<file path="src/rtl/and_gate_pipe.sv">
// Elastic STAGES-deep pipeline computing AND/OR/XOR/NAND of two operands, with an all-zero flag and an occupancy count.
// Latency is STAGES cycles from accept to out_valid; in_ready follows out_ready combinationally, and bubbles collapse under a stall.
module and_gate_pipe #(
  parameter int WIDTH  = 8,
  parameter int STAGES = 2
) (
  input  logic             clk,
  input  logic             reset,
  input  logic             in_valid,
  output logic             in_ready,
  input  logic [WIDTH-1:0] a,
  input  logic [WIDTH-1:0] b,
  input  logic [1:0]       op,
  output logic             out_valid,
  input  logic             out_ready,
  output logic [WIDTH-1:0] y,
  output logic             y_zero,
  output logic [2:0]       count
);

  logic [STAGES-1:0] vld;
  logic [STAGES-1:0] zro;
  logic [WIDTH-1:0]  dat     [STAGES];
  logic [STAGES-1:0] load;
  logic [STAGES-1:0] src_vld;
  logic [STAGES-1:0] src_zro;
  logic [WIDTH-1:0]  src_dat [STAGES];
  logic [WIDTH-1:0]  res;
  logic              accept;
  logic              xfer;
  logic              chain;

  always_comb begin
    res = '0;
    case (op)
      2'b00:   res = a & b;
      2'b01:   res = a | b;
      2'b10:   res = a ^ b;
      default: res = ~(a & b);
    endcase
  end

  // A stage can load when any stage at or beyond it is empty, or the output drains.
  always_comb begin
    load  = '0;
    chain = out_ready;
    for (int k = STAGES - 1; k >= 0; k--) begin
      chain   = chain | !vld[k];
      load[k] = chain;
    end
  end

  assign in_ready  = reset & load[0];
  assign accept    = in_valid & in_ready;
  assign xfer      = vld[STAGES-1] & out_ready;
  assign out_valid = vld[STAGES-1];
  assign y         = dat[STAGES-1];
  assign y_zero    = zro[STAGES-1];

  always_comb begin
    src_vld    = '0;
    src_zro    = '0;
    src_vld[0] = accept;
    src_zro[0] = (res == '0);
    src_dat[0] = res;
    for (int k = 1; k < STAGES; k++) begin
      src_vld[k] = vld[k-1];
      src_zro[k] = zro[k-1];
      src_dat[k] = dat[k-1];
    end
  end

  // Data registers update only with valid data, so an empty stage keeps its last value.
  always_ff @(posedge clk or negedge reset) begin
    if (!reset) begin
      vld <= '0;
      zro <= '0;
      for (int k = 0; k < STAGES; k++) dat[k] <= '0;
    end else begin
      for (int k = 0; k < STAGES; k++) begin
        if (load[k]) begin
          vld[k] <= src_vld[k];
          if (src_vld[k]) begin
            dat[k] <= src_dat[k];
            zro[k] <= src_zro[k];
          end
        end
      end
    end
  end

  always_ff @(posedge clk or negedge reset) begin
    if (!reset) begin
      count <= 3'd0;
    end else begin
      case ({accept, xfer})
        2'b10:   count <= count + 3'd1;
        2'b01:   count <= count - 3'd1;
        default: count <= count;
      endcase
    end
  end

endmodule

</file>
<file path="config.mk">
export PLATFORM = sky130hd
export DESIGN_NAME = and_gate_pipe
export DESIGN_NICKNAME = d
export VERILOG_FILES = /design/src/rtl/and_gate_pipe.sv
export SDC_FILE = /design/constraint.sdc
export NUM_CORES = 1
export LEC_CHECK = 0
export ABC_AREA = 1
export CAP_MARGIN = 15
export CORE_MARGIN = 2
export CORE_UTILIZATION = 30
export CTS_CLUSTER_DIAMETER = 50
export DETAILED_ROUTE_END_ITERATION = 10
export PLACE_DENSITY = 0.63
export SYNTH_ARGS = -nofsm -noshare
export SYNTH_HDL_FRONTEND = slang
export SYNTH_SLANG_ARGS = --single-unit
</file>
<file path="constraint.sdc">
create_clock -name clk -period 3.7 [get_ports clk]
set_input_delay 0.74 -clock clk [delete_from_list [all_inputs] [get_ports clk]]
set_output_delay 0.74 -clock clk [all_outputs]
set_load 0.01 [all_outputs]
</file>
==> results of run 1 <==
## per-layer routing
metal  vias to the layer above  global-route usage (%)  part of all wire [%]  wire length [um]
met4                         0                    5.07                   2.0                51
met1                       509                    14.2                    51              1330
met5                         -                       0                     0                 0
met2                        31                    16.3                    42              1090
met3                         5                    1.19                   4.5               117
li1                        635                       -                     -                 -
## synth_stat cells, drive strengths merged
library cell and n:
xnor2 2, mux2 7, buf 12, nand3 13
nor3 1, o21ai 14, nor2 7, fa 1
dfrtp 23, nand3b 1, nand2 52, nand4 1
ha 17, inv 33, a21oi 3
## layout make-up
type / instances / area, um2 / area share [%]
Timing Repair Buffer: 36 / 358 / 18.7
Inverter: 33 / 124 / 6.46
Multi-Input combinational cell: 119 / 732 / 38.2
Sequential cell: 23 / 576 / 30.0
Tap cell: 67 / 83.8 / 4.37
Clock buffer: 4 / 45.0 / 2.35
## state kept, by name, summed over array words and instances, names as in the netlist
signal  flops
y           8
zro         2
vld         2
dat         8
count       3
## power groups by stage
stage | sequential, mW | combinational [mW] | clock, mW
finish | 0.351 | 0.294 | 0.153
global route | 0.360 | 0.335 | 0.167
CTS | 0.353 | 0.300 | 0.160
detailed placement | 0.358 | 0.299 | 0
global placement | 0.357 | 0.294 | 0
floorplan | 0.358 | 0.184 | 0
## worst max-delay path: cells and delay by family
family,cells,cell delay (ns)
buf+inv,4,1.15
simple gates,2,0.15
## worst min-delay path by stage
| stage | startpoint | endpoint | slack [ns] | cells after the start |
|---|---|---|---|---|
| global placement | count[2] | count[2] | 0.47 | 1 |
| CTS | count[2] | count[2] | 0.48 | 1 |
| global route | count[2] | count[2] | 0.52 | 1 |
| detailed placement | count[2] | count[2] | 0.47 | 1 |
| finish | count[2] | count[2] | 0.48 | 1 |
| floorplan | reset | count[0] | 0.44 | 0 |
## logic make-up (layout without fill, tap and decap cells)
group | count (synthesis) | after routing
AND/OR/NAND/NOR | 75 | 75
buffers and inverters | 45 | 73
flip-flops | 23 | 23
adder cells (fa/ha/maj) | 18 | 18
AO/OA/AOI/OAI | 17 | 17
multiplexers | 7 | 7
XOR/XNOR | 2 | 2
## per-stage QoR
stage	power (mW)	setup WS, ns	util [%]	instances
final	0.798	0.924	39.8	282
after CTS	0.812	0.896	39.8	282
after floorplan	0.542	1.35	-	187
after global placement	0.650	0.833	38.9	278
after global routing	0.862	0.829	39.8	282
after detailed placement	0.657	0.816	38.9	278
==> out/summary.md, run 1 <==
The worst setup path startpoint is out_ready. The die is 75.3 um tall. The total power density per cell area works out to 416 mW/mm2. The tools report the total core area as 0.00482 mm2. For this design the total switching power over the nets is 0.239 mW.

For this run, the post-layout net count is 256. Setup violations remaining at the end of the flow were counted as 0. Via count of the first global-routing pass: 1,053.

By area, the combinational part of the netlist is dominated by simple AND/OR/NAND/NOR gates. Maximum number of pins on one net before global-route repair: 24. The logs give 0 for the final count of pins violating max slew and 227 for the number of nets produced by synthesis. Headroom to the max-slew limit came out at 65.9%. After floorplanning, the core was divided into 25 placement rows. The tools report the endpoint of the most critical register-to-register path as count[2]. The internal portion of the total power is 0.559 mW. After detailed placement, the total cell area comes to 0.00187 mm2.

The post-route DRC violation count was 0. The cell taking the most area after synthesis was sky130_fd_sc_hd__dfrtp_1. The combinational group share of total power was 36.8%; the number of antenna violations at the first check in global routing was 0. The run gives 0 as the reported max-cap violation count.

Post-CTS timing repair inserted 0 buffers for setup. In this run the biggest area consumer among cell types represents 37.7% of the synthesized area. Average size of a mapped cell: 8.16 um2. For the count of nets left with antenna violations after detail routing, the log shows 0. Detailed routing inserted a total of 1,180 vias. In the layout the commonest cells are sky130_fd_sc_hd__nand2_1 (51), sky130_fd_sc_hd__clkdlybuf4s50_1 (35), sky130_fd_sc_hd__inv_1 (30), sky130_fd_sc_hd__dfrtp_1 (23), sky130_fd_sc_hd__ha_1 (17).

After layout, the worst path uses 75.0% of the clock period. For the worst flop-to-flop path, the logic depth is 10. In this design, the stage delay of the slowest critical-path cell is 0.54 ns. Data on the critical path arrives at its endpoint at 2.04 ns. The tools report the maximum achievable frequency as 360 MHz. The TritonCTS sink count came out at 23. Traced cell by cell, the critical path runs through clkdlybuf4s50_1 > inv_1 > nand3_1 > nand2_1 > inv_1 > clkdlybuf4s50_1.

Dividing the detail-routed via count by the number of cells gives 4.18. Of all nets on the critical path, the largest fanout is 2. Sorting the synthesized cells by area gives the leading types as sky130_fd_sc_hd__dfrtp_1 (38%), sky130_fd_sc_hd__ha_1 (14%), sky130_fd_sc_hd__nand2_1 (13%), sky130_fd_sc_hd__inv_1 (7.4%), sky130_fd_sc_hd__mux2_2 (5.2%). At the later pin of the worst-skew pair, clock insertion delay measures 0.26 ns.

After synthesis, the netlist uses 21 different library cells. Summing the areas of all xor and xnor instances in the mapped netlist gives 1.15% of the synthesized area. The cell area that synthesis handed to floorplanning was 0.00153 mm2. In this run, post-CTS repair resized a total of 0 instances. The most frequent standard cell in the layout excluding fill and tap cells is sky130_fd_sc_hd__nand2_1. The tools report the total wire length after detailed routing as 2.59 mm. The flip-flop and latch count after synthesis is 23, and the clock skew after layout is 0.00366 ns. The compound-cell area share of the yosys netlist is 5.57%.

For the global-route total usage across every layer, the log shows 10.4%. Setup repair after global routing left no endpoint under its margin. The cell type of the slowest stage on the worst timing path is sky130_fd_sc_hd__clkdlybuf4s50_1. The logs give 0 for the quantity of hold-fixing buffers added after cts and 31.7% for the starting utilization of the core area. The finished cells cover 0.00192 mm2. The run gives 1 as the total number of H-tree levels.

The startpoint identified for the worst register-to-register timing path is vld[1]. For the number of top-level pins, the log shows 36. For this block, the initial DRC count from the detailed router was 41.

The tools report the destination of the critical timing path as in_ready. The required arrival time at the worst endpoint is 2.96 ns. The pre-antenna-repair detailed-routing pass consisted of 4 iterations. The kind of end point of the critical path is an output port.

At the end of routability-driven placement, the weighted congestion stood at 0.768. The tools report the clock tree root driver cell as sky130_fd_sc_hd__clkbuf_8. Setup slack on the worst reg-to-reg path comes out at 1.66 ns. In the final timing run, aggregate negative setup slack is 0 ns.

After clock tree synthesis, the clock-pin slew on the worst setup and hold paths is 0.08 ns. The proportion of synthesized chip area in sequential cells was 37.7%; the smallest hold slack was 0.482 ns. The worst setup path is launched from an input port. The number of instances in the synthesized netlist came out at 187. The synthesized-area fraction occupied by adder cells is 15.2%, and the detailed placement HPWL is 2.10 mm. The final antenna diode count was 0. The total overflow reported by the global router is 0, and the switching fraction of total power is 29.9%.

Per report_power, the clock group accounts for 19.2% of the total. The flow ran to the end, and the final reports show no timing, DRC or antenna violations. Dividing the detail-routed wire length by the instance count gives 9.20 um. The share of synthesized area spent on multiplexers was 5.16%. The run gives 0 as the synthesis warning total.

In this run the tool buffered the top-level ports with 35 buffer cells. No sink is reached through more buffers than the 2 on the longest clock path. The hold violation total from the final report came out at 0. At the pin with the least slew margin, the transition time is 0.510 ns. Counting the fill cells in the layout gives 516. Cell leakage power: 0.972 nW. The worst voltage drop across the vdd grid was 0.170 mV; the final critical path time including I/O delays and setup was 2.78 ns. Counting the buffers created by CTS gives 3. The area growth from synthesis to layout is 25.7%. The first global-routing pass estimated 4.57 mm of wire. TritonCTS built the clock tree. The critical path in this run is classified as input port to output port. Measured along the x axis, the die boundary spans 75.3 um. The type of the worst min-delay path is flop to flop. Area enclosed by the die boundary: 0.00567 mm2.

The share of total power dissipated in sequential elements is 44.0%. After Yosys synthesis, and, or, nand and nor cells account for 20.8% of the synthesized area. The layout cell share with drive strength beyond 1 came out at 8.37%.
No activity file was read; power rests on OpenSTA's default activity.
==> inputs of run 2 (changes only) <==
--- a/config.mk
+++ b/config.mk
@@ -11,7 +11,7 @@
 export CORE_UTILIZATION = 30
 export CTS_CLUSTER_DIAMETER = 50
 export DETAILED_ROUTE_END_ITERATION = 10
-export PLACE_DENSITY = 0.63
+export PLACE_DENSITY = 0.65
 export SYNTH_ARGS = -nofsm -noshare
 export SYNTH_HDL_FRONTEND = slang
 export SYNTH_SLANG_ARGS = --single-unit
==> constraint.sdc (replaced) <==
create_clock -name clk -period 2.3 [get_ports clk]
set_input_delay 0.46 -clock clk [delete_from_list [all_inputs] [get_ports clk]]
set_output_delay 0.46 -clock clk [all_outputs]
set_load 0.01 [all_outputs]
==> out/summary.md, run 2 (synthesized netlist as in run 1, its figures left out) <==
Final antenna diode count: 0 (unchanged). The quantity of hold-fixing buffers added after cts came out at 0 (unchanged). Setup repair after global routing left no endpoint under its margin.

The clock edge transition at the registers on the reported setup and hold paths was 0.07 ns (about the same). The run finished with clean final reports. Count of nets left with antenna violations after detail routing: 0 (unchanged). The placer congestion estimate is 0.756 (-1.6%), and the global-route total usage across every layer is 10.8% (+0.46 points).

The worst setup path is of the input port to flop kind. Required arrival time at the worst endpoint: 2.45 ns (-0.51 ns). From synthesis to final layout, the design area changed by 27.8%. Reported max-cap violation count: 0 (unchanged). The library cell used most frequently in the layout, excluding fill and tap cells, is sky130_fd_sc_hd__nand2_1. Kind of end point of the critical path: a flop.

The run gives 0 (unchanged) as the final count of pins violating max slew. The setup total negative slack is 0 ns (unchanged), and the post-layout total power is 1.30 mW (+62%). TritonCTS built the clock tree. The setup slack after placement came out at -0.0639 ns (-0.880 ns).

Total number of nets in the final design: 260 (+1.6%). The logs give 1.00 nW (+2.9%) for the cell leakage power and 2 (unchanged) for the largest buffer count on any clock path. The hold violation total from the final report came out at 0 (unchanged). Based on the critical path, the design can be clocked at up to 487 MHz.

Routed length on met1: 1.32 mm (-0.90%). The critical path arrival came out at 2.20 ns (+0.16 ns). In this run the critical register-to-register path is captured at count[2]. The number of port buffers works out to 35 (unchanged). The tools report the total overflow reported by the global router as 0 (unchanged). The TritonCTS sink count was 23 (unchanged); the number of failing setup endpoints in the final timing report was 0 (unchanged). The logs give 37.5% (+0.7 points) for the combinational group share of total power and 43.6% (-0.4 points) for the portion of total power attributed to sequential cells.

The startpoint of the most critical register-to-register path is vld[1]. The total power density per cell area is 664 mW/mm2 (+60%), and the global-route wire length before repair is 4.80 mm (+5.1%). For the number of antenna violations at the first check in global routing, the log shows 0 (unchanged). The clock skew after layout came out at 0.00123 ns (-0.00243 ns).

Detail-routed net length per standard cell: 9.65 um (+5.0%). The transition time at the pin with the least slew margin is 0.416 ns (-0.0932 ns), and the post-route DRC violation count is 0 (unchanged). The tools report the startpoint of the worst hold path as dat[8]. The worst hold path terminates at dat[8]. The detailed-route vias per instance was 4.27 (+2.0%). The worst-case register-to-register setup slack came out at 0.53 ns (-1.13 ns).

For the share of total power in the clock network, the log shows 18.8% (-0.4 points). STA classifies the critical path startpoint as an input port. The fill cell total of the finished layout was 523 (+1.4%); the largest driver fanout on the critical path was 2 (unchanged).

For the cell-internal power, the log shows 0.907 mW (+62%). The net switching component of the power is 0.388 mW (+63%), and the height of the chip is 75.3 um (unchanged). The relative slew slack was 72.2% (+6.3 points); the layout cell share with drive strength beyond 1 was 10.0% (+1.7 points). The insertion delay of the later-clocked pin in the worst-skew pair is 0.26 ns (about the same). The type of the worst min-delay path was flop to flop.

The cell depth of the worst min-delay path was 2 (+1); the switching fraction of total power was 30.0% (+0.068 points). The area enclosed by the die boundary was 0.00567 mm2 (unchanged); the number of top-level pins was 36 (unchanged). The final critical path time including I/O delays and setup is 2.05 ns, and the depth of the worst register-to-register path is 10 (unchanged). The via count of the first global-routing pass is 1,128 (+7.1%), and the number of resized instances in the post-cts repair step is 0 (unchanged). The detailed placement HPWL was 2.23 mm (+6.1%); the total setup buffers inserted after CTS was 0 (unchanged). The run gives 1,221 (+3.5%) as the via count of the routed design.

After layout, the worst path uses 89.3% of the clock period. The highest signal layer in the routed design was met4. The most critical setup path has its startpoint at out_ready.

For the first-pass detailed-route iteration total, the log shows 4 (unchanged). The total number of H-tree levels was 1 (unchanged); the routed length on met3 was 144 um (+23%). In the layout the commonest cells are sky130_fd_sc_hd__nand2_1 (51), sky130_fd_sc_hd__clkdlybuf4s50_1 (34), sky130_fd_sc_hd__inv_1 (30), sky130_fd_sc_hd__dfrtp_1 (23), sky130_fd_sc_hd__ha_1 (17). The starting utilization of the core area is 31.7% (unchanged).

The tools report the number of placement rows as 25 (unchanged). The routed wire length on met2 was 1.26 mm (+15%); the worst setup margin was 0.245 ns (-0.679 ns). For the total core area, the log shows 0.00482 mm2 (unchanged). The die boundary width is 75.3 um (unchanged), and the core occupancy in the finished layout is 40.5% (+0.68 points).

Maximum number of pins on one net before global-route repair: 24 (unchanged). For the number of buffers added by the clock tree synthesis step, the log shows 3 (unchanged). The tree is rooted in a sky130_fd_sc_hd__clkbuf_8. Worst voltage drop across the vdd grid: 0.236 mV (+39%). The tools report the number of violations reported at the end of detailed-routing iteration 0 as 77 (+88%).

For the total wire length after detailed routing, the log shows 2.76 mm (+6.5%).
==> run 2: cell types whose count changed in the layout (fill, tap and decap cells not counted), sizes merged <==
cell / change
buf: +4
dlymetal6s2s: +1
clkdlybuf4s50: -1
==> run 2: critical path, stage by stage <==
cell	delay, ns
sky130_fd_sc_hd__clkdlybuf4s50_1	0.42
sky130_fd_sc_hd__inv_1	0.08
sky130_fd_sc_hd__nand3_1	0.09
sky130_fd_sc_hd__nand2_1	0.08
sky130_fd_sc_hd__inv_1	0.05
sky130_fd_sc_hd__nand2_2	0.06
sky130_fd_sc_hd__ha_1	0.14
sky130_fd_sc_hd__inv_1	0.06
sky130_fd_sc_hd__fa_1	0.39
sky130_fd_sc_hd__a21oi_1	0.15
sky130_fd_sc_hd__o21ai_1	0.10
sky130_fd_sc_hd__xnor2_1	0.13
==> run 2: power groups by stage <==
stage / Clock, mW / Sequential [mW] / Combinational [mW]
2_1_floorplan: 0 / 0.576 / 0.296
3_3_place_gp: 0 / 0.575 / 0.476
4_1_cts: 0.251 / 0.568 / 0.494
5_1_grt: 0.272 / 0.581 / 0.551
6_report: 0.244 / 0.565 / 0.486
3_5_place_dp: 0 / 0.577 / 0.492
==> run 2: how the worst max path moves through the flow <==
stage | to | slack [ns] | cells past startpoint
floorplan | count[2] | 0.23 | 12
global route | count[2] | 0.02 | 12
global placement | count[2] | 0.02 | 12
finish | count[2] | 0.25 | 12
detailed placement | count[2] | -0.06 | 12
CTS | in_ready | 0.05 | 6
==> run 2: final cells by class <==
cell class,instances,area (um2),area share (%)
Tap cell,67,83.8,4.30
Multi-Input combinational cell,119,732,37.5
Sequential cell,23,576,29.5
Inverter,33,124,6.35
Clock buffer,4,45.0,2.31
Timing Repair Buffer,40,390,20.0
==> run 2: metrics by stage <==
step | cell area (um2) | hold slack, ns | std cells
2_1_floorplan | 1530 | 0.164 | 187
3_3_place_gp | 1900 | 0.465 | 282
3_5_place_dp | 1900 | 0.470 | 282
4_1_cts | 1950 | 0.489 | 286
5_1_grt | 1950 | 0.519 | 286
6_report | 1950 | 0.482 | 286
==> run 2: routing by layer <==
| layer | up-vias | global-route usage (%) |
|---|---|---|
| met5 | - | 0 |
| met4 | 0 | 5.07 |
| met3 | 5 | 1.98 |
| met2 | 38 | 17.0 |
| met1 | 544 | 14.5 |
| li1 | 634 | - |
